File: config.mk
export PLATFORM = sky130hd
export DESIGN_NAME = id_stage_pipe_flat
export DESIGN_NICKNAME = d
export VERILOG_FILES = /design/src/rtl/riscv_pkg.sv /design/src/rtl/id_stage_pipe_if.sv /design/src/rtl/id_decode_comb.sv /design/src/rtl/id_stage_pipe.sv /design/src/flat_wrapper.sv
export SDC_FILE = /design/constraint.sdc
export NUM_CORES = 1
export LEC_CHECK = 0
export ABC_CLOCK_PERIOD_IN_PS = 10900
export CORE_MARGIN = 10
export CORE_UTILIZATION = 44
export CTS_BUF_LIST = sky130_fd_sc_hd__clkbuf_4 sky130_fd_sc_hd__clkbuf_8 sky130_fd_sc_hd__clkbuf_16
export CTS_CLUSTER_SIZE = 28
export DETAILED_ROUTE_END_ITERATION = 10
export PLACE_DENSITY = 0.81
export SLEW_MARGIN = 25
export SYNTH_ARGS = -nofsm -noshare
export SYNTH_HDL_FRONTEND = slang
export SYNTH_SLANG_ARGS = --single-unit
File: constraint.sdc
create_clock -name clk -period 10.9 [get_ports clk]
set_input_delay 2.18 -clock clk [delete_from_list [all_inputs] [get_ports clk]]
set_output_delay 2.18 -clock clk [all_outputs]
set_load 0.01 [all_outputs]
File: src/rtl/riscv_pkg.sv
// riscv_pkg - shared RV32IM decode definitions.
//   Opcode / funct3 / funct7 encodings, the bubble instruction word, the
//   SYSTEM words that decode without a CSR access, and the decoded control
//   bundle passed from id_decode_comb to id_stage_pipe.
//   No ports (package).
package riscv_pkg;

  localparam logic [31:0] NOP_INST = 32'h0000_0013;   // addi x0,x0,0

  localparam logic [6:0] OPC_LUI    = 7'b0110111;
  localparam logic [6:0] OPC_AUIPC  = 7'b0010111;
  localparam logic [6:0] OPC_JAL    = 7'b1101111;
  localparam logic [6:0] OPC_JALR   = 7'b1100111;
  localparam logic [6:0] OPC_BRANCH = 7'b1100011;
  localparam logic [6:0] OPC_LOAD   = 7'b0000011;
  localparam logic [6:0] OPC_STORE  = 7'b0100011;
  localparam logic [6:0] OPC_OPIMM  = 7'b0010011;
  localparam logic [6:0] OPC_OP     = 7'b0110011;
  localparam logic [6:0] OPC_SYSTEM = 7'b1110011;

  localparam logic [6:0] F7_BASE   = 7'b0000000;
  localparam logic [6:0] F7_ALT    = 7'b0100000;     // SUB / SRA / SRAI
  localparam logic [6:0] F7_MULDIV = 7'b0000001;

  localparam logic [2:0] F3_ADD  = 3'b000;
  localparam logic [2:0] F3_SLL  = 3'b001;
  localparam logic [2:0] F3_SR   = 3'b101;
  localparam logic [2:0] F3_PRIV = 3'b000;           // ECALL/EBREAK/MRET
  localparam logic [2:0] F3_RSVD = 3'b100;           // hole in the CSR funct3 space

  localparam logic [31:0] INST_ECALL  = 32'h0000_0073;
  localparam logic [31:0] INST_EBREAK = 32'h0010_0073;
  localparam logic [31:0] INST_MRET   = 32'h3020_0073;

  // Control half of the decoded bundle; operands travel as XLEN-wide ports.
  typedef struct packed {
    logic        we;
    logic [4:0]  waddr;
    logic        is_load;
    logic        illegal;
    logic        csr_we;
    logic [11:0] csr_addr;
  } id_ctrl_t;

endpackage

File: src/rtl/id_stage_pipe_if.sv
// id_stage_pipe_if - bundle of all decode-stage pipeline signals.
//   slave  : view used by id_stage_pipe (consumes if_id/regfile/ex inputs,
//            drives ready, regfile addresses and the registered outputs).
//   master : view of the surrounding pipeline (or a testbench).
//   Parameters XLEN / REG_AW must match the attached id_stage_pipe.
interface id_stage_pipe_if #(
  parameter int XLEN   = 32,
  parameter int REG_AW = 5
);
  logic              in_valid_i;
  logic              in_ready_o;
  logic [31:0]       inst_i;
  logic [XLEN-1:0]   inst_addr_i;
  logic [REG_AW-1:0] rs1_addr_o;
  logic [REG_AW-1:0] rs2_addr_o;
  logic [XLEN-1:0]   rs1_data_i;
  logic [XLEN-1:0]   rs2_data_i;
  logic              flush_i;
  logic              out_valid_o;
  logic              out_ready_i;
  logic [XLEN-1:0]   op1_o;
  logic [XLEN-1:0]   op2_o;
  logic [XLEN-1:0]   op1_jump_o;
  logic [XLEN-1:0]   op2_jump_o;
  logic [31:0]       inst_o;
  logic [XLEN-1:0]   inst_addr_o;
  logic [XLEN-1:0]   rs1_data_o;
  logic [XLEN-1:0]   rs2_data_o;
  logic              reg_we_o;
  logic [REG_AW-1:0] reg_waddr_o;
  logic              is_load_o;
  logic              illegal_o;
  logic [11:0]       csr_raddr_o;
  logic [11:0]       csr_waddr_o;
  logic              csr_we_o;

  modport slave (
    input  in_valid_i, inst_i, inst_addr_i, rs1_data_i, rs2_data_i, flush_i, out_ready_i,
    output in_ready_o, rs1_addr_o, rs2_addr_o, out_valid_o, op1_o, op2_o, op1_jump_o,
           op2_jump_o, inst_o, inst_addr_o, rs1_data_o, rs2_data_o, reg_we_o, reg_waddr_o,
           is_load_o, illegal_o, csr_raddr_o, csr_waddr_o, csr_we_o
  );

  modport master (
    output in_valid_i, inst_i, inst_addr_i, rs1_data_i, rs2_data_i, flush_i, out_ready_i,
    input  in_ready_o, rs1_addr_o, rs2_addr_o, out_valid_o, op1_o, op2_o, op1_jump_o,
           op2_jump_o, inst_o, inst_addr_o, rs1_data_o, rs2_data_o, reg_we_o, reg_waddr_o,
           is_load_o, illegal_o, csr_raddr_o, csr_waddr_o, csr_we_o
  );
endinterface

File: src/rtl/id_decode_comb.sv
// id_decode_comb - purely combinational RV32IM instruction decoder.
//   i_inst / i_pc           instruction word and its PC
//   i_rs1_data / i_rs2_data regfile read data
//   o_op1 / o_op2           ALU operands
//   o_jop1 / o_jop2         address / jump-target operands
//   o_ctrl                  write-back, load, illegal and CSR control
//   o_rs1_used / o_rs2_used instruction really reads rs1 / rs2 (hazard check)
// Optional feature: ID_CSR_DECODE_EN enables SYSTEM/CSR decode; without it
// the whole SYSTEM opcode is illegal.
module id_decode_comb
  import riscv_pkg::*;
#(
  parameter int XLEN   = 32,
  parameter int REG_AW = 5
) (
  input  logic [31:0]     i_inst,
  input  logic [XLEN-1:0] i_pc,
  input  logic [XLEN-1:0] i_rs1_data,
  input  logic [XLEN-1:0] i_rs2_data,
  output logic [XLEN-1:0] o_op1,
  output logic [XLEN-1:0] o_op2,
  output logic [XLEN-1:0] o_jop1,
  output logic [XLEN-1:0] o_jop2,
  output id_ctrl_t        o_ctrl,
  output logic            o_rs1_used,
  output logic            o_rs2_used
);

  logic [6:0]      w_opc, w_f7;
  logic [2:0]      w_f3;
  logic [4:0]      w_rd, w_rs1, w_rs2;
  logic [XLEN-1:0] w_imm_i, w_imm_s, w_imm_b, w_imm_u, w_imm_j, w_shamt, w_four;

  assign w_opc = i_inst[6:0];
  assign w_rd  = i_inst[11:7];
  assign w_f3  = i_inst[14:12];
  assign w_rs1 = i_inst[19:15];
  assign w_rs2 = i_inst[24:20];
  assign w_f7  = i_inst[31:25];

  assign w_imm_i = XLEN'($signed(i_inst[31:20]));
  assign w_imm_s = XLEN'($signed({i_inst[31:25], i_inst[11:7]}));
  assign w_imm_b = XLEN'($signed({i_inst[31], i_inst[7], i_inst[30:25], i_inst[11:8], 1'b0}));
  assign w_imm_u = XLEN'($signed({i_inst[31:12], 12'b0}));
  assign w_imm_j = XLEN'($signed({i_inst[31], i_inst[19:12], i_inst[20], i_inst[30:21], 1'b0}));
  assign w_shamt = XLEN'(i_rs2_data[4:0]);
  assign w_four  = XLEN'(3'd4);

  logic            w_legal, w_oor;
  logic [XLEN-1:0] w_op1, w_op2, w_jop1, w_jop2;
  id_ctrl_t        w_ctrl;
  logic            w_rs1u, w_rs2u;

  always_comb begin
    w_legal = 1'b0;
    w_op1   = '0;
    w_op2   = '0;
    w_jop1  = '0;
    w_jop2  = '0;
    w_ctrl  = '0;
    w_rs1u  = 1'b0;
    w_rs2u  = 1'b0;
    w_ctrl.waddr = w_rd;
    case (w_opc)
      OPC_LUI: begin
        w_legal = 1'b1; w_ctrl.we = 1'b1;
        w_op1   = w_imm_u;
      end
      OPC_AUIPC: begin
        w_legal = 1'b1; w_ctrl.we = 1'b1;
        w_op1   = i_pc; w_op2 = w_imm_u;
      end
      OPC_JAL: begin
        w_legal = 1'b1; w_ctrl.we = 1'b1;
        w_op1   = i_pc; w_op2 = w_four;
        w_jop1  = i_pc; w_jop2 = w_imm_j;
      end
      OPC_JALR: begin
        w_legal = (w_f3 == F3_ADD); w_ctrl.we = 1'b1; w_rs1u = 1'b1;
        w_op1   = i_pc; w_op2 = w_four;
        w_jop1  = i_rs1_data; w_jop2 = w_imm_i;
      end
      OPC_BRANCH: begin
        w_legal = (w_f3 != 3'b010) && (w_f3 != 3'b011);
        w_rs1u  = 1'b1; w_rs2u = 1'b1;
        w_op1   = i_rs1_data; w_op2 = i_rs2_data;
        w_jop1  = i_pc; w_jop2 = w_imm_b;
      end
      OPC_LOAD: begin
        w_legal = (w_f3 inside {3'b000, 3'b001, 3'b010, 3'b100, 3'b101});
        w_ctrl.we = 1'b1; w_ctrl.is_load = 1'b1; w_rs1u = 1'b1;
        w_jop1  = i_rs1_data; w_jop2 = w_imm_i;
      end
      OPC_STORE: begin
        w_legal = (w_f3 inside {3'b000, 3'b001, 3'b010});
        w_rs1u  = 1'b1; w_rs2u = 1'b1;
        w_op2   = i_rs2_data;
        w_jop1  = i_rs1_data; w_jop2 = w_imm_s;
      end
      OPC_OPIMM: begin
        // immediate shifts carry funct7 in the upper immediate bits
        if (w_f3 == F3_SLL)     w_legal = (w_f7 == F7_BASE);
        else if (w_f3 == F3_SR) w_legal = (w_f7 == F7_BASE) || (w_f7 == F7_ALT);
        else                    w_legal = 1'b1;
        w_ctrl.we = 1'b1; w_rs1u = 1'b1;
        w_op1   = i_rs1_data; w_op2 = w_imm_i;
      end
      OPC_OP: begin
        w_legal = (w_f7 == F7_BASE) || (w_f7 == F7_MULDIV) ||
                  ((w_f7 == F7_ALT) && ((w_f3 == F3_ADD) || (w_f3 == F3_SR)));
        w_ctrl.we = 1'b1; w_rs1u = 1'b1; w_rs2u = 1'b1;
        w_op1   = i_rs1_data;
        // register shifts only see the low five bits of rs2
        w_op2   = ((w_f7 != F7_MULDIV) && ((w_f3 == F3_SLL) || (w_f3 == F3_SR))) ?
                  w_shamt : i_rs2_data;
      end
      OPC_SYSTEM: begin
`ifdef ID_CSR_DECODE_EN
        if (w_f3 == F3_PRIV) begin
          w_legal = (i_inst == INST_ECALL) || (i_inst == INST_EBREAK) || (i_inst == INST_MRET);
        end else if (w_f3 != F3_RSVD) begin
          w_legal         = 1'b1;
          w_ctrl.we       = 1'b1;
          w_ctrl.csr_addr = i_inst[31:20];
          w_rs1u          = !w_f3[2];
          w_op1           = w_f3[2] ? XLEN'(w_rs1) : i_rs1_data;
          // set/clear with a zero source leaves the CSR untouched
          w_ctrl.csr_we   = !(w_f3[1] && (w_rs1 == 5'd0));
        end
`endif
      end
      default: ;
    endcase

    // register indices beyond REG_AW (RV32E) are illegal only where used
    w_oor = (w_ctrl.we && ((w_rd  >> REG_AW) != 5'd0)) ||
            (w_rs1u    && ((w_rs1 >> REG_AW) != 5'd0)) ||
            (w_rs2u    && ((w_rs2 >> REG_AW) != 5'd0));
  end

  always_comb begin
    o_op1      = w_op1;
    o_op2      = w_op2;
    o_jop1     = w_jop1;
    o_jop2     = w_jop2;
    o_ctrl     = w_ctrl;
    o_rs1_used = w_rs1u;
    o_rs2_used = w_rs2u;
    if (!w_legal || w_oor) begin
      o_op1      = '0;
      o_op2      = '0;
      o_jop1     = '0;
      o_jop2     = '0;
      o_ctrl     = '0;
      o_ctrl.illegal = 1'b1;
      o_rs1_used = 1'b0;
      o_rs2_used = 1'b0;
    end
  end

endmodule

File: src/rtl/id_stage_pipe.sv
// id_stage_pipe - registered RV32IM decode stage between if_id and ex.
//   clk, rst : rising-edge clock, asynchronous active-high reset
//   bus      : id_stage_pipe_if.slave - input handshake (in_valid/in_ready,
//              inst, PC), regfile read addr/data, flush, output handshake
//              (out_valid/out_ready) and the registered decode result.
// Holds one decoded instruction; inserts a bubble on a load-use hazard and
// kills held/incoming instructions on flush.
// Optional feature: ID_CSR_DECODE_EN drives the CSR outputs; otherwise they
// are constant 0 and SYSTEM instructions decode as illegal.
module id_stage_pipe
  import riscv_pkg::*;
#(
  parameter int          XLEN   = 32,
  parameter int          REG_AW = 5,
  parameter logic [31:0] NOP    = NOP_INST
) (
  input  logic           clk,
  input  logic           rst,
  id_stage_pipe_if.slave bus
);

  logic [XLEN-1:0] w_op1, w_op2, w_jop1, w_jop2;
  id_ctrl_t        w_ctrl;
  logic            w_rs1_used, w_rs2_used;

  id_decode_comb #(.XLEN(XLEN), .REG_AW(REG_AW)) u_dec (
    .i_inst     (bus.inst_i),
    .i_pc       (bus.inst_addr_i),
    .i_rs1_data (bus.rs1_data_i),
    .i_rs2_data (bus.rs2_data_i),
    .o_op1      (w_op1),
    .o_op2      (w_op2),
    .o_jop1     (w_jop1),
    .o_jop2     (w_jop2),
    .o_ctrl     (w_ctrl),
    .o_rs1_used (w_rs1_used),
    .o_rs2_used (w_rs2_used)
  );

  logic              r_valid;
  logic [31:0]       r_inst;
  logic [XLEN-1:0]   r_pc, r_op1, r_op2, r_jop1, r_jop2, r_rs1, r_rs2;
  id_ctrl_t          r_ctrl;
  logic [REG_AW-1:0] w_waddr;
  logic [REG_AW-1:0] w_rs1_addr, w_rs2_addr;
  logic              w_hazard, w_free, w_fire, w_upd;

  assign w_rs1_addr = bus.inst_i[15 +: REG_AW];
  assign w_rs2_addr = bus.inst_i[20 +: REG_AW];
  assign w_waddr    = r_ctrl.waddr[REG_AW-1:0];

  // a held load whose result the incoming instruction needs; x0 never stalls
  assign w_hazard = r_valid && r_ctrl.is_load && (w_waddr != '0) && bus.in_valid_i &&
                    ((w_rs1_used && (w_rs1_addr == w_waddr)) ||
                     (w_rs2_used && (w_rs2_addr == w_waddr)));
  assign w_free   = !r_valid || bus.out_ready_i;
  assign bus.in_ready_o = w_free && !w_hazard && !bus.flush_i;
  assign w_fire   = bus.in_valid_i && bus.in_ready_o;
  // flush clears even a stalled register; otherwise update only when it frees.
  // A free register with no transfer loads a bubble.
  assign w_upd    = bus.flush_i || w_free;

  always_ff @(posedge clk or posedge rst) begin
    if (rst) begin
      r_valid <= 1'b0;
      r_inst  <= NOP;
      r_pc    <= '0;
      r_op1   <= '0;
      r_op2   <= '0;
      r_jop1  <= '0;
      r_jop2  <= '0;
      r_rs1   <= '0;
      r_rs2   <= '0;
      r_ctrl  <= '0;
    end else if (w_upd) begin
      r_valid <= w_fire;
      r_inst  <= w_fire ? bus.inst_i      : NOP;
      r_pc    <= w_fire ? bus.inst_addr_i : '0;
      r_op1   <= w_fire ? w_op1           : '0;
      r_op2   <= w_fire ? w_op2           : '0;
      r_jop1  <= w_fire ? w_jop1          : '0;
      r_jop2  <= w_fire ? w_jop2          : '0;
      r_rs1   <= w_fire ? bus.rs1_data_i  : '0;
      r_rs2   <= w_fire ? bus.rs2_data_i  : '0;
      r_ctrl  <= w_fire ? w_ctrl          : '0;
    end
  end

  assign bus.rs1_addr_o  = w_rs1_addr;
  assign bus.rs2_addr_o  = w_rs2_addr;
  assign bus.out_valid_o = r_valid;
  assign bus.op1_o       = r_op1;
  assign bus.op2_o       = r_op2;
  assign bus.op1_jump_o  = r_jop1;
  assign bus.op2_jump_o  = r_jop2;
  assign bus.inst_o      = r_inst;
  assign bus.inst_addr_o = r_pc;
  assign bus.rs1_data_o  = r_rs1;
  assign bus.rs2_data_o  = r_rs2;
  assign bus.reg_we_o    = r_ctrl.we;
  assign bus.reg_waddr_o = w_waddr;
  assign bus.is_load_o   = r_ctrl.is_load;
  assign bus.illegal_o   = r_ctrl.illegal;

`ifdef ID_CSR_DECODE_EN
  assign bus.csr_raddr_o = r_ctrl.csr_addr;
  assign bus.csr_waddr_o = r_ctrl.csr_addr;
  assign bus.csr_we_o    = r_ctrl.csr_we;
`else
  logic w_unused_csr;
  assign w_unused_csr    = ^{r_ctrl.csr_we, r_ctrl.csr_addr};
  assign bus.csr_raddr_o = '0;
  assign bus.csr_waddr_o = '0;
  assign bus.csr_we_o    = 1'b0;
`endif

endmodule

File: src/flat_wrapper.sv
// flat-port wrapper written by rule: the top's interface ports become plain ports
module id_stage_pipe_flat import riscv_pkg::*;
#(
  parameter int          XLEN   = 32,
  parameter int          REG_AW = 5,
  parameter logic [31:0] NOP    = NOP_INST
)
  (clk, rst, bus_in_valid_i, bus_inst_i, bus_inst_addr_i, bus_rs1_data_i, bus_rs2_data_i, bus_flush_i, bus_out_ready_i, bus_in_ready_o, bus_rs1_addr_o, bus_rs2_addr_o, bus_out_valid_o, bus_op1_o, bus_op2_o, bus_op1_jump_o, bus_op2_jump_o, bus_inst_o, bus_inst_addr_o, bus_rs1_data_o, bus_rs2_data_o, bus_reg_we_o, bus_reg_waddr_o, bus_is_load_o, bus_illegal_o, bus_csr_raddr_o, bus_csr_waddr_o, bus_csr_we_o);
  id_stage_pipe_if #(.XLEN(XLEN), .REG_AW(REG_AW)) bus_i ();
  input  logic clk;
  input  logic rst;
  input wire logic [$bits(bus_i.in_valid_i)-1:0] bus_in_valid_i;
  input wire logic [$bits(bus_i.inst_i)-1:0] bus_inst_i;
  input wire logic [$bits(bus_i.inst_addr_i)-1:0] bus_inst_addr_i;
  input wire logic [$bits(bus_i.rs1_data_i)-1:0] bus_rs1_data_i;
  input wire logic [$bits(bus_i.rs2_data_i)-1:0] bus_rs2_data_i;
  input wire logic [$bits(bus_i.flush_i)-1:0] bus_flush_i;
  input wire logic [$bits(bus_i.out_ready_i)-1:0] bus_out_ready_i;
  output wire logic [$bits(bus_i.in_ready_o)-1:0] bus_in_ready_o;
  output wire logic [$bits(bus_i.rs1_addr_o)-1:0] bus_rs1_addr_o;
  output wire logic [$bits(bus_i.rs2_addr_o)-1:0] bus_rs2_addr_o;
  output wire logic [$bits(bus_i.out_valid_o)-1:0] bus_out_valid_o;
  output wire logic [$bits(bus_i.op1_o)-1:0] bus_op1_o;
  output wire logic [$bits(bus_i.op2_o)-1:0] bus_op2_o;
  output wire logic [$bits(bus_i.op1_jump_o)-1:0] bus_op1_jump_o;
  output wire logic [$bits(bus_i.op2_jump_o)-1:0] bus_op2_jump_o;
  output wire logic [$bits(bus_i.inst_o)-1:0] bus_inst_o;
  output wire logic [$bits(bus_i.inst_addr_o)-1:0] bus_inst_addr_o;
  output wire logic [$bits(bus_i.rs1_data_o)-1:0] bus_rs1_data_o;
  output wire logic [$bits(bus_i.rs2_data_o)-1:0] bus_rs2_data_o;
  output wire logic [$bits(bus_i.reg_we_o)-1:0] bus_reg_we_o;
  output wire logic [$bits(bus_i.reg_waddr_o)-1:0] bus_reg_waddr_o;
  output wire logic [$bits(bus_i.is_load_o)-1:0] bus_is_load_o;
  output wire logic [$bits(bus_i.illegal_o)-1:0] bus_illegal_o;
  output wire logic [$bits(bus_i.csr_raddr_o)-1:0] bus_csr_raddr_o;
  output wire logic [$bits(bus_i.csr_waddr_o)-1:0] bus_csr_waddr_o;
  output wire logic [$bits(bus_i.csr_we_o)-1:0] bus_csr_we_o;
  assign bus_i.in_valid_i = bus_in_valid_i;
  assign bus_i.inst_i = bus_inst_i;
  assign bus_i.inst_addr_i = bus_inst_addr_i;
  assign bus_i.rs1_data_i = bus_rs1_data_i;
  assign bus_i.rs2_data_i = bus_rs2_data_i;
  assign bus_i.flush_i = bus_flush_i;
  assign bus_i.out_ready_i = bus_out_ready_i;
  assign bus_in_ready_o = bus_i.in_ready_o;
  assign bus_rs1_addr_o = bus_i.rs1_addr_o;
  assign bus_rs2_addr_o = bus_i.rs2_addr_o;
  assign bus_out_valid_o = bus_i.out_valid_o;
  assign bus_op1_o = bus_i.op1_o;
  assign bus_op2_o = bus_i.op2_o;
  assign bus_op1_jump_o = bus_i.op1_jump_o;
  assign bus_op2_jump_o = bus_i.op2_jump_o;
  assign bus_inst_o = bus_i.inst_o;
  assign bus_inst_addr_o = bus_i.inst_addr_o;
  assign bus_rs1_data_o = bus_i.rs1_data_o;
  assign bus_rs2_data_o = bus_i.rs2_data_o;
  assign bus_reg_we_o = bus_i.reg_we_o;
  assign bus_reg_waddr_o = bus_i.reg_waddr_o;
  assign bus_is_load_o = bus_i.is_load_o;
  assign bus_illegal_o = bus_i.illegal_o;
  assign bus_csr_raddr_o = bus_i.csr_raddr_o;
  assign bus_csr_waddr_o = bus_i.csr_waddr_o;
  assign bus_csr_we_o = bus_i.csr_we_o;
  id_stage_pipe #(.XLEN(XLEN), .REG_AW(REG_AW), .NOP(NOP)) u_core (.clk(clk), .rst(rst), .bus(bus_i));
endmodule
# Yosys cells after proc, flatten, opt, wreduce, memory -nomap -nowiden
# Cells that the tools add are included.
# W data, S select, Z words.
# word_totals
register_bits	265
in_bits	133
output_inout_bits	301
elab_cells	100
# classes
n_eq_ne	20
mux	28
n_reduce_logical	39
# ops
operator	count
$mux W32	13
$pmux W32 S5	1
$pmux W32 S4	1
$pmux W32 S3	1
$pmux W32 S2	1
$mux W21	2
$eq A7 B6 Y1 const B	4
$eq A7 B7 Y1 const B	3
$reduce_or A3 Y1	5
$eq A7 B5 Y1 const B	2
$logic_and A1 B1 Y1	12
$eq A5 B5 Y1	2
$reduce_bool A5 Y1	2
$logic_or A1 B1 Y1	8
$mux W1	8
$reduce_or A2 Y1	4
$eq A7 B1 Y1 const B	1
$eq A7 B2 Y1 const B	1
$logic_not A7 Y1	1
$ne A7 B1 Y1 const B	1
$pmux W1 S7	1
$reduce_or A7 Y1	1
$eq A3 B3 Y1 const B	2
$ne A3 B2 Y1 const B	2
6 further kinds	8

# Longest topological paths before layout
# Gate-level depths: netlist (run 1).
# depth
word_depth	14
depth_mapped	11
depth_no_buf	6

# Cells and area by module
# From an unflattened synthesis (run 1), not the netlist that was laid out.
# hier_totals
cells_unflattened	2108
area_unflattened_um2	17169.0
# modules_own_cells
module	instances	cells_per_inst	area_each_um2	seq_area_each_um2
id_stage_pipe	1	1591	14019.7	6635.1
id_decode_comb	1	517	3149.3	0.0

# Worst setup path before layout (run 1)
# Ideal clock, no wire load.
# synth_path
path_kind	input -> output
start	input port bus_inst_i[3]
end	output port bus_in_ready_o
arrival_time_ns	3.618
t_required_ns	8.720
setup_slack_ns	5.102
stages	8
path_buffers	2
cell_sequence	buf_2 and4bb_2 and2_1 clkbuf_1 o21ai_0 nor4b_2 nor2_1 nor2b_1
# synth_via
elab_chain_len	10
elab_cells_between_ends	24
cone_classes	eq/ne: 9; mux: 5; reduce/logical: 10
# synth_rtl
item	line_no	source
start: declaration	flat_wrapper.sv:13	input wire logic [$bits(bus_i.inst_i)-1:0] bus_inst_i;
$eq A7 B7 Y1, or another cell as far along	id_decode_comb.sv:64	case (w_opc)
$reduce_or A3 Y1 (no source line) / $reduce_or A6 Y1 (equally long branches)	-	
$pmux W1 S7 / $mux W1 (equally long branches)	id_decode_comb.sv:64	
$mux W1	id_decode_comb.sv:149	if (!w_legal || w_oor) begin
$logic_and A1 B1 Y1 (on tied branches)	id_stage_pipe.sv:54, id_stage_pipe.sv:55	
$logic_or A1 B1 Y1 *	id_stage_pipe.sv:54	((w_rs1_used && (w_rs1_addr == w_waddr)) ||
$logic_and A1 B1 Y1 *	id_stage_pipe.sv:53	assign w_hazard = r_valid && r_ctrl.is_load && (w_waddr != '0) && bus.in_valid_i &&
$logic_not A1 Y1 *	id_stage_pipe.sv:57	assign bus.in_ready_o = w_free && !w_hazard && !bus.flush_i;
$logic_and A1 B1 Y1 * (2 in series)	id_stage_pipe.sv:57	
end: declaration	flat_wrapper.sv:19	output wire logic [$bits(bus_i.in_ready_o)-1:0] bus_in_ready_o;
# Every way passes the cells marked *; elsewhere a longest branch is shown, timed or not.

# Worst setup path after layout (run 1)
# layout_path
start	input port bus_inst_i[6]
end	output port bus_in_ready_o
# The elaborated chain is that of the path after synthesis.

==> results of run 1 <==
-- per-layer routing --
layer,track usage,vias to the layer above
met5,0,-
met4,0.105,0
met3,0.0863,102
met2,0.454,624
met1,0.343,5045
li1,-,4277
-- worst max-delay path, stage by stage --
cell	delay (ns)
clkdlybuf4s50_1	0.71
and3b_1	0.41
nand2_1	0.22
a21oi_1	0.09
nor4b_2	0.60
nor2_1	0.19
nor2b_1	0.17
clkdlybuf4s50_1	0.56
-- layout make-up --
class	instances	share of cell area
Sequential cell	254	0.401
Timing Repair Buffer	418	0.267
Multi-Input combinational cell	609	0.249
Clock buffer	39	0.0511
Tap cell	324	0.0256
Inverter	12	0.00332
Clock inverter	7	0.00260
Antenna cell	2	0.000316
-- placed cells by master, fill, tap and decap left out, types with 3 or more instances in the layout --
| master | synthesis | layout |
|---|---|---|
| a21oi_1 | 16 | 15 |
| a221oi_1 | 19 | 19 |
| a222oi_1 | 20 | 20 |
| a22o_1 | 129 | 129 |
| a22oi_1 | 55 | 55 |
| a32o_1 | 10 | 10 |
| and2_1 | 4 | 4 |
| and3b_1 | 3 | 3 |
| buf_16 | 0 | 3 |
| buf_4 | 46 | 5 |
| clkbuf_16 | 0 | 27 |
| clkbuf_4 | 0 | 5 |
| clkbuf_8 | 0 | 7 |
| clkdlybuf4s50_1 | 0 | 408 |
| clkinv_2 | 0 | 5 |
| conb_1 | 1 | 25 |
| dfrtp_1 | 251 | 251 |
| dfstp_2 | 3 | 3 |
| inv_1 | 12 | 11 |
| nand2_1 | 128 | 128 |
| nand3_1 | 6 | 6 |
| nor2_1 | 17 | 15 |
| nor2_4 | 0 | 3 |
| nor2b_1 | 5 | 5 |
| nor3_1 | 4 | 4 |
| o21ai_0 | 114 | 114 |
| o31ai_1 | 9 | 9 |
| xnor2_1 | 7 | 7 |
| xor2_1 | 4 | 4 |
-- report_power, final --
part           internal, W  total [W]  switching, W
Clock             0.000513   0.000894      0.000381
Sequential        0.000966   0.000981     0.0000152
Combinational     0.000112   0.000248      0.000135
-- per-stage QoR --
step           hold slack [ns]  cell area, µm²
2_1_floorplan            0.516           11000
3_3_place_gp             0.461           14900
3_5_place_dp             0.468           14900
4_1_cts                  0.482           15800
5_1_grt                  0.502           15800
6_report                 0.475           15900
-- logic make-up after synthesis --
| logic type | Yosys count | synth area share |
|---|---|---|
| AOI/OAI and AO/OA | 387 | 0.261 |
| xor gates and xnor gates | 11 | 0.00879 |
| buffers and inverters | 146 | 0.0730 |
| DFF | 254 | 0.581 |
| muxes | 1 | 0.000914 |
| other | 1 | 0.000342 |
| and+or+nand+nor | 185 | 0.0757 |
-- registers in the layout, summed over array words and instances, names as in the netlist --
signal,count
u_core.bus.inst_addr_o,32
u_core.bus.inst_o,32
u_core.bus.op1_jump_o,32
u_core.bus.op1_o,32
u_core.bus.op2_o,32
u_core.bus.rs1_data_o,32
u_core.bus.rs2_data_o,32
u_core.bus.op2_jump_o,21
u_core.bus.reg_waddr_o,5
u_core.bus.illegal_o,1
u_core.bus.is_load_o,1
u_core.bus.out_valid_o,1
u_core.bus.reg_we_o,1
-- worst min-delay path by stage --
stage	start	end	slack [ns]	cells past startpoint
2_1_floorplan	u_core.bus.inst_o[3]	u_core.bus.inst_o[3]	0.52	2
3_3_place_gp	u_core.bus.op2_jump_o[1]	u_core.bus.op2_jump_o[1]	0.46	2
3_5_place_dp	u_core.bus.op1_o[17]	u_core.bus.op1_o[17]	0.47	2
4_1_cts	u_core.bus.op2_jump_o[16]	u_core.bus.op2_jump_o[16]	0.48	2
5_1_grt	u_core.bus.op1_jump_o[13]	u_core.bus.op1_jump_o[13]	0.50	2
6_report	u_core.bus.op2_jump_o[16]	u_core.bus.op2_jump_o[16]	0.47	2
==> flow_metrics.py, run 1 <==
metrics = {
    "run_status": {
        "status": "finished, final reports clean",
    },
    "clocking": {
        "post_cts_resize_count": 0,
        "cts.clk_slew.worst_paths_ns": 0.06,
        "tritoncts_clock_tree": "built",
        "worstSkewPairLatency_ns": 0.54,
        "clockBufferDepth": 3,
        "cts.root.buffer_cell": "clkbuf_16",
        "post_cts_hold_buffer_count": 0,
        "ctsHtreeMaxLevel": 1,
        "post-cts-setup-buffers": 0,
        "clkSinkCount": 254,
        "clock_buffer_count_from_cts": 27,
    },
    "worst_hold_path": {
        "worstHoldPathType": "reg2reg",
    },
    "routing": {
        "avgRoutedWirePerCell_um": 27.7,
        "met1Wirelength_um": 17500,
        "drt_pass1_iterations": 8,
        "first_iter_violations": 1334,
        "post-route-drc-count": 0,
        "final_antenna_net_count": 0,
        "routed-wl-met3_um": 5020,
        "detailroute.via_count": 10000,
        "met2WireLength_um": 21800,
        "route.final.wire_length_um": 46100,
        "via_per_inst": 6.03,
        "routed.top_layer": "met4",
    },
    "critical_path": {
        "critical_path.reg2reg.endpoint": "u_core.bus.rs1_data_o[27]",
        "worst_r2r_startpoint": "u_core.bus.reg_waddr_o[1]",
        "cp_data_required_time_ns": 8.72,
        "worst_setup_path_start_kind": "input port",
        "reg2reg_depth": 7,
        "start_to_end_type_of_the_worst_setup_path": "in2out",
        "crit_end": "bus_in_ready_o",
        "cp-startpoint": "bus_inst_i[6]",
        "critical_path_peak_fanout": 16,
        "r2r_slack_ns": 7.71,
        "worstPathArrival_ns": 5.13,
        "timing.critical_path.to_type": "output port",
    },
    "synth": {
        "synth_edf_count": 0,
        "synth_top_cells_by_count": "dfrtp_1 (251), a22o_1 (129), nand2_1 (128), o21ai_0 (114), clkbuf_1 (63)",
        "ys_dominant_reg_cell": "dfrtp_1",
        "post_syn_area_mm2": 0.0110,
        "synthArstFlopShare": 1.00,
        "synth-seq-cells": 254,
        "post_synthesis_cell_type_with_the_largest_combined_area": "dfrtp_1",
        "post-synth-top-count-cell": "dfrtp_1",
        "area_share_of_the_largest_cell_type_after_synthesis": 0.573,
        "ys_seq_area_frac": 0.581,
        "netlist_top_cells_area": "dfrtp_1 (57%), a22o_1 (10%), o21ai_0 (5.2%)",
        "unique_cell_type_count_in_the_yosys_netlist": 51,
        "yosysWarnings": 0,
        "synth.avg_cell_area_um2": 11.1,
        "netlist_instances": 985,
    },
    "layout": {
        "multiInputGateArea_mm2": 0.00394,
        "final-seq-area_mm2": 0.00636,
        "final_net_count": 1455,
        "final-instance-count-excl-fill": 1665,
        "layout.filler_cells": 1898,
        "layout-area-overhead-vs-synth_pct": 44.7,
        "fin_util": 0.650,
        "post_route_cells_drive_above_1_share": 0.0545,
    },
    "floorplan": {
        "placeableCoreArea_mm2": 0.0244,
        "die_height_um": 178,
        "row_count": 57,
        "boundaryPins": 434,
        "die-area_mm2": 0.0316,
        "initial_utilization": 0.449,
        "fp.dieW_um": 178,
    },
    "placement": {
        "port_buffers": 408,
        "dpl.cell_count": 1615,
        "dp_worst_setup_slack_ns": 3.67,
        "gp_congestion": 0.956,
        "place_hpwl_um": 32700,
    },
    "power": {
        "static-leakage-power_nw": 6.60,
        "power.ir.vdd_worst_uv": 101,
        "totalPowerFinal_w": 0.00212,
        "cellPowerDensity_mw_per_mm2": 134,
    },
    "timing": {
        "rsz0062_at_grt": "false",
        "finalSetupViolCount": 0,
        "post-route-min-period_ns": 7.31,
        "final_hold_viol_count": 0,
        "timing.clock.skew_ns": 0.0210,
        "worst_slew_pin_slew_ns": 1.02,
        "maxSlewViolCount": 0,
        "worst_slack_ns": 3.59,
        "maxClockFrequency_mhz": 137,
        "period_share": 0.670,
        "finalSetupTns_ns": 0,
        "slew_headroom": 0.321,
    },
    "grt": {
        "grt.total_usage": 0.279,
        "global_route_wire_length_before_repair_um": 67600,
        "globalRouteOverflowTotal": 0,
        "antenna_found_initial": 1,
        "grt_max_degree": 251,
        "first_global_vias": 10200,
    },
    "job": {
        "timing.max_cap.violations": 0,
    },
}
No activity file was read; power rests on OpenSTA's default activity.
==> inputs of run 2 (changes only) <==
--- a/config.mk
+++ b/config.mk
@@ -5,7 +5,7 @@
 export SDC_FILE = /design/constraint.sdc
 export NUM_CORES = 1
 export LEC_CHECK = 0
-export ABC_CLOCK_PERIOD_IN_PS = 10900
+export ABC_CLOCK_PERIOD_IN_PS = 7650
 export CORE_MARGIN = 10
 export CORE_UTILIZATION = 44
 export CTS_BUF_LIST = sky130_fd_sc_hd__clkbuf_4 sky130_fd_sc_hd__clkbuf_8 sky130_fd_sc_hd__clkbuf_16
==> constraint.sdc (replaced) <==
create_clock -name clk -period 7.65 [get_ports clk]
set_input_delay 1.53 -clock clk [delete_from_list [all_inputs] [get_ports clk]]
set_output_delay 1.53 -clock clk [all_outputs]
set_load 0.01 [all_outputs]
==> flow_metrics.py, run 2 (synthesis gave the netlist of run 1 again) <==
metrics = {
    "routing": {
        "drt_pass1_iterations": 8,
        "detailroute.via_count": 9996,
        "routed-wl-met3_um": 5380,
        "routed.top_layer": "met5",
        "final_antenna_net_count": 0,
        "first_iter_violations": 1138,
        "met2WireLength_um": 21200,
        "post-route-drc-count": 0,
        "via_per_inst": 5.98,
        "route.final.wire_length_um": 45400,
        "met1Wirelength_um": 16700,
        "avgRoutedWirePerCell_um": 27.1,
    },
    "timing": {
        "finalSetupTns_ns": 0,
        "worst_slack_ns": 1.69,
        "rsz0062_at_grt": "false",
        "final_hold_viol_count": 0,
        "maxClockFrequency_mhz": 168,
        "post-route-min-period_ns": 5.96,
        "finalSetupViolCount": 0,
        "maxSlewViolCount": 0,
        "slew_headroom": 0.270,
        "timing.clock.skew_ns": 0.0165,
        "worst_slew_pin_slew_ns": 1.09,
        "period_share": 0.779,
    },
    "layout": {
        "layout.cells.most_common": "clkdlybuf4s50_1",
        "post_route_cells_drive_above_1_share": 0.0594,
        "commonest_cells_after_routing_fill_and_taps_aside": "clkdlybuf4s50_1 (408), dfrtp_1 (251), a22o_1 (129), nand2_1 (128), o21ai_0 (114)",
        "fin_util": 0.654,
        "layout.filler_cells": 1891,
        "final_net_count": 1459,
        "multiInputGateArea_mm2": 0.00395,
        "layout-area-overhead-vs-synth_pct": 45.6,
        "final-seq-area_mm2": 0.00636,
    },
    "critical_path": {
        "worstPathCellList": "clkdlybuf4s50_1 -> a21boi_1 -> nand2_1 -> nor4_1 -> o21ai_0 -> nor2_1 -> nor2b_1 -> clkdlybuf4s50_1",
        "number_of_buffers_and_inverters_on_the_critical_path": 2,
        "critical_path.max_stage_delay_ns": 0.77,
        "crit_slowest_cell": "clkdlybuf4s50_1",
        "timing.critical_path.to_type": "output port",
        "cpMostUsedCell": "clkdlybuf4s50_1",
        "worst_setup_path_start_kind": "input port",
        "start_to_end_type_of_the_worst_setup_path": "in2out",
        "cp_top_family": "buffers and inverters",
        "worstPathArrival_ns": 4.43,
        "critical_path_peak_fanout": 13,
        "cp_data_required_time_ns": 6.12,
    },
    "grt": {
        "globalRouteOverflowTotal": 0,
        "grt_max_degree": 235,
        "antenna_found_initial": 1,
        "first_global_vias": 10200,
        "global_route_wire_length_before_repair_um": 66400,
        "grt.total_usage": 0.274,
    },
    "placement": {
        "port_buffers": 408,
        "place_hpwl_um": 32100,
        "gp_congestion": 0.920,
        "dp_worst_setup_slack_ns": 1.76,
    },
    "clocking": {
        "post_cts_resize_count": 0,
        "clkSinkCount": 254,
        "post_cts_hold_buffer_count": 0,
        "clockBufferDepth": 3,
        "ctsHtreeMaxLevel": 1,
        "clock_buffer_count_from_cts": 27,
        "cts.clk_slew.worst_paths_ns": 0.06,
        "worstSkewPairLatency_ns": 0.54,
        "cts.root.buffer_cell": "clkbuf_16",
        "post-cts-setup-buffers": 0,
        "tritoncts_clock_tree": "built",
    },
    "power": {
        "cellPowerDensity_mw_per_mm2": 195,
        "static-leakage-power_nw": 6.63,
        "power.ir.vdd_worst_uv": 145,
    },
    "worst_hold_path": {
        "worstHoldPathType": "reg2reg",
    },
    "floorplan": {
        "row_count": 57,
        "die_height_um": 178,
        "initial_utilization": 0.449,
        "fp.dieW_um": 178,
        "boundaryPins": 434,
        "placeableCoreArea_mm2": 0.0244,
        "die-area_mm2": 0.0316,
    },
    "run_status": {
        "status": "finished, final reports clean",
    },
    "job": {
        "timing.max_cap.violations": 0,
    },
}
==> run 2: cell count changes in the layout (fill, tap and decap cells not counted), sizes merged <==
cell,previous run,this run
diode,2,1
bufinv,0,4
buf,10,14
inv,13,11
clkbuf,39,30
clkinvlp,1,6
clkinv,5,10
==> run 2: path summary, 6_finish.rpt <==
kind,startpoint,end,slack [ns],cells after the start
setup / recovery,bus_inst_i[5],bus_in_ready_o,1.69,8
hold / removal,u_core.bus.op1_jump_o[13],u_core.bus.op1_jump_o[13],0.48,2
setup reg to reg,u_core.bus.reg_waddr_o[1],u_core.bus.rs1_data_o[8],4.54,7
hold reg to reg,u_core.bus.op1_jump_o[13],u_core.bus.op1_jump_o[13],0.48,2
max in group asynchronous,rst,u_core.bus.rs2_data_o[3],5.06,3
min in group asynchronous,rst,u_core.bus.inst_addr_o[0],1.35,2
==> run 2: routing by layer <==
layer / vias to the layer above / track usage
met3: 117 / 0.0939
met1: 4974 / 0.331
met4: 2 / 0.117
li1: 4287 / -
met2: 616 / 0.439
met5: - / 0
==> run 2: layout make-up <==
type                    count  area share
clock inverters            19      0.0135
multi-input cells         609       0.248
diodes                      1    0.000157
clock buffers              30      0.0446
inverters                  12     0.00306
well taps                 324      0.0254
repair buffers            422       0.267
flip-flops and latches    254       0.399
==> run 2: stage by stage <==
step           area (µm²)  hold slack (ns)  total power [W]  instances
3_5_place_dp        15000            0.471          0.00177       1620
3_3_place_gp        14900            0.461          0.00177       1619
6_report            15900            0.479          0.00312       1671
4_1_cts             15900            0.484          0.00313       1669
2_1_floorplan       11000            0.516          0.00156       1009
5_1_grt             15900            0.493          0.00322       1670
==> run 2: where the power goes <==
group | internal [W] | total [W] | leakage (nW) | switching [W]
clock network | 0.000806 | 0.00137 | 0.448 | 0.000563
registers | 0.00138 | 0.00140 | 3.48 | 0.0000213
logic | 0.000161 | 0.000351 | 2.70 | 0.000191
==> run 2: tightest hold or removal path, stage by stage (launching register included) <==
cell and delay (ns):
dfrtp_1 0.34, nand2_1 0.04, o21ai_0 0.06
==> RTL change 1 (settings of run 1) <==
`XLEN` is set to 32 in 4 places; all go to 24.
--- a/src/rtl/id_stage_pipe_if.sv
+++ b/src/rtl/id_stage_pipe_if.sv
@@ -4,7 +4,7 @@
 //   master : view of the surrounding pipeline (or a testbench).
 //   Parameters XLEN / REG_AW must match the attached id_stage_pipe.
 interface id_stage_pipe_if #(
-  parameter int XLEN   = 32,
+  parameter int XLEN   = 24,
   parameter int REG_AW = 5
 );
   logic              in_valid_i;
--- a/src/rtl/id_decode_comb.sv
+++ b/src/rtl/id_decode_comb.sv
@@ -10,7 +10,7 @@
 module id_decode_comb
   import riscv_pkg::*;
 #(
-  parameter int XLEN   = 32,
+  parameter int XLEN   = 24,
   parameter int REG_AW = 5
 ) (
   input  logic [31:0]     i_inst,
--- a/src/rtl/id_stage_pipe.sv
+++ b/src/rtl/id_stage_pipe.sv
@@ -10,7 +10,7 @@
 module id_stage_pipe
   import riscv_pkg::*;
 #(
-  parameter int          XLEN   = 32,
+  parameter int          XLEN   = 24,
   parameter int          REG_AW = 5,
   parameter logic [31:0] NOP    = NOP_INST
 ) (
--- a/src/flat_wrapper.sv
+++ b/src/flat_wrapper.sv
@@ -1,7 +1,7 @@
 // flat-port wrapper written by rule: the top's interface ports become plain ports
 module id_stage_pipe_flat import riscv_pkg::*;
 #(
-  parameter int          XLEN   = 32,
+  parameter int          XLEN   = 24,
   parameter int          REG_AW = 5,
   parameter logic [31:0] NOP    = NOP_INST
 )
Ports: changed (10 resized); port bits go from 434 to 354. No check against the original RTL was run, so the function may have changed too.
==> RTL change 1 against run 1 <==
- first-iteration DRC count down 37%
- via count down 21%
- setup slack better by 120 ps
- sequential cell count down 48
- area after synthesis down 18%
- design area down 18%
- worst hold slack better by 2.3 ps
- sequential power down 19%
- wire length down 26%
- total power down 17%
- highest routed layer unchanged
==> RTL change 1: results (changes against run 1) <==
stage	metric	value	unit	change
placed_design	Port-buffer cells	328		was 408
power	Worst IR Drop VDD	0.0995	mV	was 0.101 mV
layout	Layout Cells excl Fill	1383		was 1665
detailed_routing	routed wl met3	3.81	mm	was 5.02 mm
sta	Clock Skews	9.89	ps	was 21.0 ps
power	P_leak	5.40	nW	was 6.60 nW
synthesis	Seq/Total Area, Yosys	57.4	%	was 58.1%
grt	Total GRT Usage	24.5	%	was 27.9%
detailed_routing	final WL	34.3	mm	was 46.1 mm
grt	first-pass GRT wire length	51.0	mm	was 67.6 mm
placed_design	post-DP HPWL	24.4	mm	was 32.7 mm
layout	fin nets	1206		was 1455
placed_design	final RePlAce weighted congestion	0.896		was 0.956
placed_design	Area after DPL	12200	sq um	was 14900 sq um
clock_tree	worst-skew pair later-pin latency	510	ps	was 540 ps
grt	pin count of the biggest net entering global routing	99		was 251
synthesis	dominant cells by area after synthesis	dfrtp_1 (56%), a22o_1 (11%), o21ai_0 (4.7%)		was dfrtp_1 (57%), a22o_1 (10%), o21ai_0 (5.2%)
synthesis	synthesized area per cell	11.0	sq um	was 11.1 sq um
grt	met2 Usage GRT	38.7	%	was 45.4%
hold_path	Hold Startpoint	u_core.bus.op1_jump_o[23]		was u_core.bus.op2_jump_o[16]
status	outcome	completed		unchanged
clock_tree	post-CTS setup buffer count	0		unchanged
detailed_routing	Detail Route met2 WL	16.2	mm	was 21.8 mm
clock_tree	CTS buffer count	22		was 27
setup_path	Critical Path AT	5000	ps	was 5130 ps
synthesis	commonest cells in the netlist	dfrtp_1 (203), a22o_1 (108), nand2_1 (99)		was dfrtp_1 (251), a22o_1 (129), nand2_1 (128)
detailed_routing	Met1 Wirelength	13.4	mm	was 17.5 mm
synthesis	Cell variety after synth	53		was 51
sta	Worst-Margin Slew	873	ps	was 1020 ps
layout	share of cells above drive strength 1	6.38	%	was 5.45%
setup_path	Reg2Reg Setup Slack	8220	ps	was 7710 ps
setup_path	Worst R2R Start	u_core.bus.reg_waddr_o[2]		was u_core.bus.reg_waddr_o[1]
grt	met1 GRT Util	31.6	%	was 34.3%
placed_design	worst slack, placed	3760	ps	was 3670 ps
[RTL change 1: cell count changes after synthesis, moves of 8 or more]
cell and delta:
o21ai_1 +13, o21ai_0 -29, a222oi_1 -8, dfrtp_1 -48
buf_4 -8, a32o_1 -10, clkbuf_1 -19, o31ai_1 -9
a22o_1 -21, nand2_1 -29
[RTL change 1: worst paths after layout]
kind                                              to  depth (start not counted)
max                                   bus_in_ready_o                          7
min                        u_core.bus.op1_jump_o[23]                          2
max reg2reg                      u_core.bus.op1_o[7]                          6
min reg2reg                u_core.bus.op1_jump_o[23]                          2
max in group asynchronous  u_core.bus.inst_addr_o[6]                          4
min in group asynchronous       u_core.bus.op2_o[17]                          2
[RTL change 1: power breakdown]
part | switching (mW) | internal, mW | total [mW]
Sequential | 0.0111 | 0.783 | 0.795
Clock | 0.306 | 0.458 | 0.764
Combinational | 0.108 | 0.0940 | 0.203
[RTL change 1: cell type report]
cell class	count	area, sq um
fillers	1631	7180
flip-flops and latches	206	5160
repair buffers	342	3400
multi-input cells	512	3300
clock buffers	34	689
well taps	270	338
inverters	13	56.3
clock inverters	5	50.0
diodes	1	2.50
[RTL change 1: cells by family (layout without fill, tap and decap cells)]
logic type                after synthesis  after routing  share of synthesized area (%)
other                                   1             26                         0.0417
and+or+nand+nor                       159            159                           8.28
AOI/OAI and AO/OA                     318            318                           25.8
DFF                                   206            206                           57.4
xor gates and xnor gates               10             10                          0.974
buffers and inverters                 121            394                           7.58
[RTL change 1: critical path, cell delays in order]
cell and delay [ps]:
clkdlybuf4s50_1 740, nand4bb_4 480, a211oi_4 440, nand4_1 170, a21oi_1 310, a21boi_0 140
clkdlybuf4s50_1 530
==> RTL change 2 (config.mk and constraints of run 1) <==
Without the edit above. Reset style: synchronous (`rst`), changed in one clocked block. Comments in the files are not updated.
--- a/src/rtl/id_stage_pipe.sv
+++ b/src/rtl/id_stage_pipe.sv
@@ -60,7 +60,7 @@
   // A free register with no transfer loads a bubble.
   assign w_upd    = bus.flush_i || w_free;
 
-  always_ff @(posedge clk or posedge rst) begin
+  always_ff @(posedge clk) begin
     if (rst) begin
       r_valid <= 1'b0;
       r_inst  <= NOP;
Check against the original RTL: differs if rst is asserted again (counterexample within 4 cycles, from zero or initial values and one cycle with rst high); with rst held inactive, the same outputs for 4 cycles.
==> RTL change 2 against run 1 <==
- largest cell class is now multi-input combinational cells
- sequential cell count is the same
- total power increased by 7.0%
- design area grew 12%
- count of clock-buffer cells in the layout is 2 higher
- synthesized cell count rose by 63%
- highest routed layer unchanged
- fmax decreased by 4.4%
- worst hold slack lost 28 ps
- area after synthesis increased by 18%
- wire length is 27% higher
- setup slack got worse by 340 ps
- clock power grew 17%
==> RTL change 2: results (changes against run 1) <==
stage	metric	value	unit	change
status	outcome	completed		unchanged
layout	fin nets	1986		was 1455
layout	Signal buf overhead	24.1	%	was 26.7%
setup_path	Worst Setup SP	bus_inst_i[5]		was bus_inst_i[6]
power	sw frac	24.9	%	was 25.0%
clock_tree	CTS buffer count	29		was 27
clock_tree	worst-skew pair later-pin latency	560	ps	was 540 ps
sta	final worst setup slack	3250	ps	was 3590 ps
power	P_leak	6.49	nW	was 6.60 nW
detailed_routing	Starting DRT DRC Count	1668		was 1334
detailed_routing	vias per cell	6.35		was 6.03
placed_design	post-DP HPWL	38.4	mm	was 32.7 mm
layout	clkbuf count	41		was 39
layout	share of cells above drive strength 1	6.45	%	was 5.45%
hold_path	Hold Path Sink	u_core.bus.op2_jump_o[0]		was u_core.bus.op2_jump_o[16]
layout	clock network share of area	5.70	%	was 5.37%
layout	# fillers	2475		was 1898
grt	initial antenna violation count	0		was 1
grt	vias in the first global route	13800		was 10200
synthesis	Mapped Cells	1601		was 985
synthesis	Seq/Total Area, Yosys	39.2	%	was 58.1%
power	Comb pwr share	11.2	%	was 11.7%
placed_design	final RePlAce weighted congestion	0.908		was 0.956
grt	first-pass GRT wire length	86.9	mm	was 67.6 mm
hold_path	Hold Startpoint	u_core.bus.op2_jump_o[0]		was u_core.bus.op2_jump_o[16]
placed_design	cell total after placement	2205		was 1615
synthesis	dominant cells by area after synthesis	dfxtp_1 (39%), nand2_1 (7.7%), nand3_1 (5.8%)		was dfrtp_1 (57%), a22o_1 (10%), o21ai_0 (5.2%)
power	Worst IR Drop VDD	0.110	mV	was 0.101 mV
setup_path	Worst R2R Start	u_core.bus.reg_waddr_o[3]		was u_core.bus.reg_waddr_o[1]
setup_path	Critical Path AT	5470	ps	was 5130 ps
layout	Post-Route Utilization	61.7	%	was 65.0%
placed_design	Area after DPL	16800	sq um	was 14900 sq um
layout	number of non-clock inverters	5		was 12
synthesis	Cell variety after synth	54		was 51
grt	Total GRT Usage	29.9	%	was 27.9%
sta	Worst-Margin Slew	1130	ps	was 1020 ps
grt	pin count of the biggest net entering global routing	233		was 251
setup_path	Max FO, Critical Path	30		was 16
setup_path	Crit Reg-Reg Endpoint	u_core.bus.op1_o[1]		was u_core.bus.rs1_data_o[27]
layout	buffers outside the clock class	430		was 418
floorplan	core area	28900	sq um	was 24400 sq um
layout	Multi-In Gates	1133		was 609
detailed_routing	drt first pass iters	7		was 8
power	power in the clock group	1.05	mW	was 894 uW
setup_path	Reg2Reg Setup Slack	7910	ps	was 7710 ps
layout	# diodes	0		was 2
synthesis	Synth async-reset ratio	0	%	was 100%
## RTL change 2: cell count changes after synthesis, sizes merged, moves of 111 or more
cell	change
a22o	-125
and2	+111
dfrtp	-251
dfxtp	+254
nand2	+137
nand3	+143
nand4	+113
## RTL change 2: worst max-delay path: stages
cell             delay [ps]
clkdlybuf4s50_1         710
inv_1                   190
and3_1                  400
a32oi_4                 830
nand3_1                 230
a21boi_0                320
clkdlybuf4s50_1         600
## RTL change 2: cells by family (layout without fill, tap and decap cells)
logic type	after synthesis	in the layout	share of synthesized area, %
AND/OR/NAND/NOR	701	701	27.3
AO/OA/AOI/OAI	397	397	24.0
flip-flops	254	254	39.2
buffers and inverters	238	488	8.77
XOR/XNOR	10	10	0.676
other	1	25	0.0289
## RTL change 2: metal layers
layer | global-route usage, % | routed length, microns | up-vias
met5 | 0 | 0 | -
met4 | 12.8 | 2770 | 0
met3 | 9.94 | 7400 | 167
met2 | 47.7 | 26600 | 950
met1 | 36.3 | 21800 | 6864
li1 | - | - | 6355
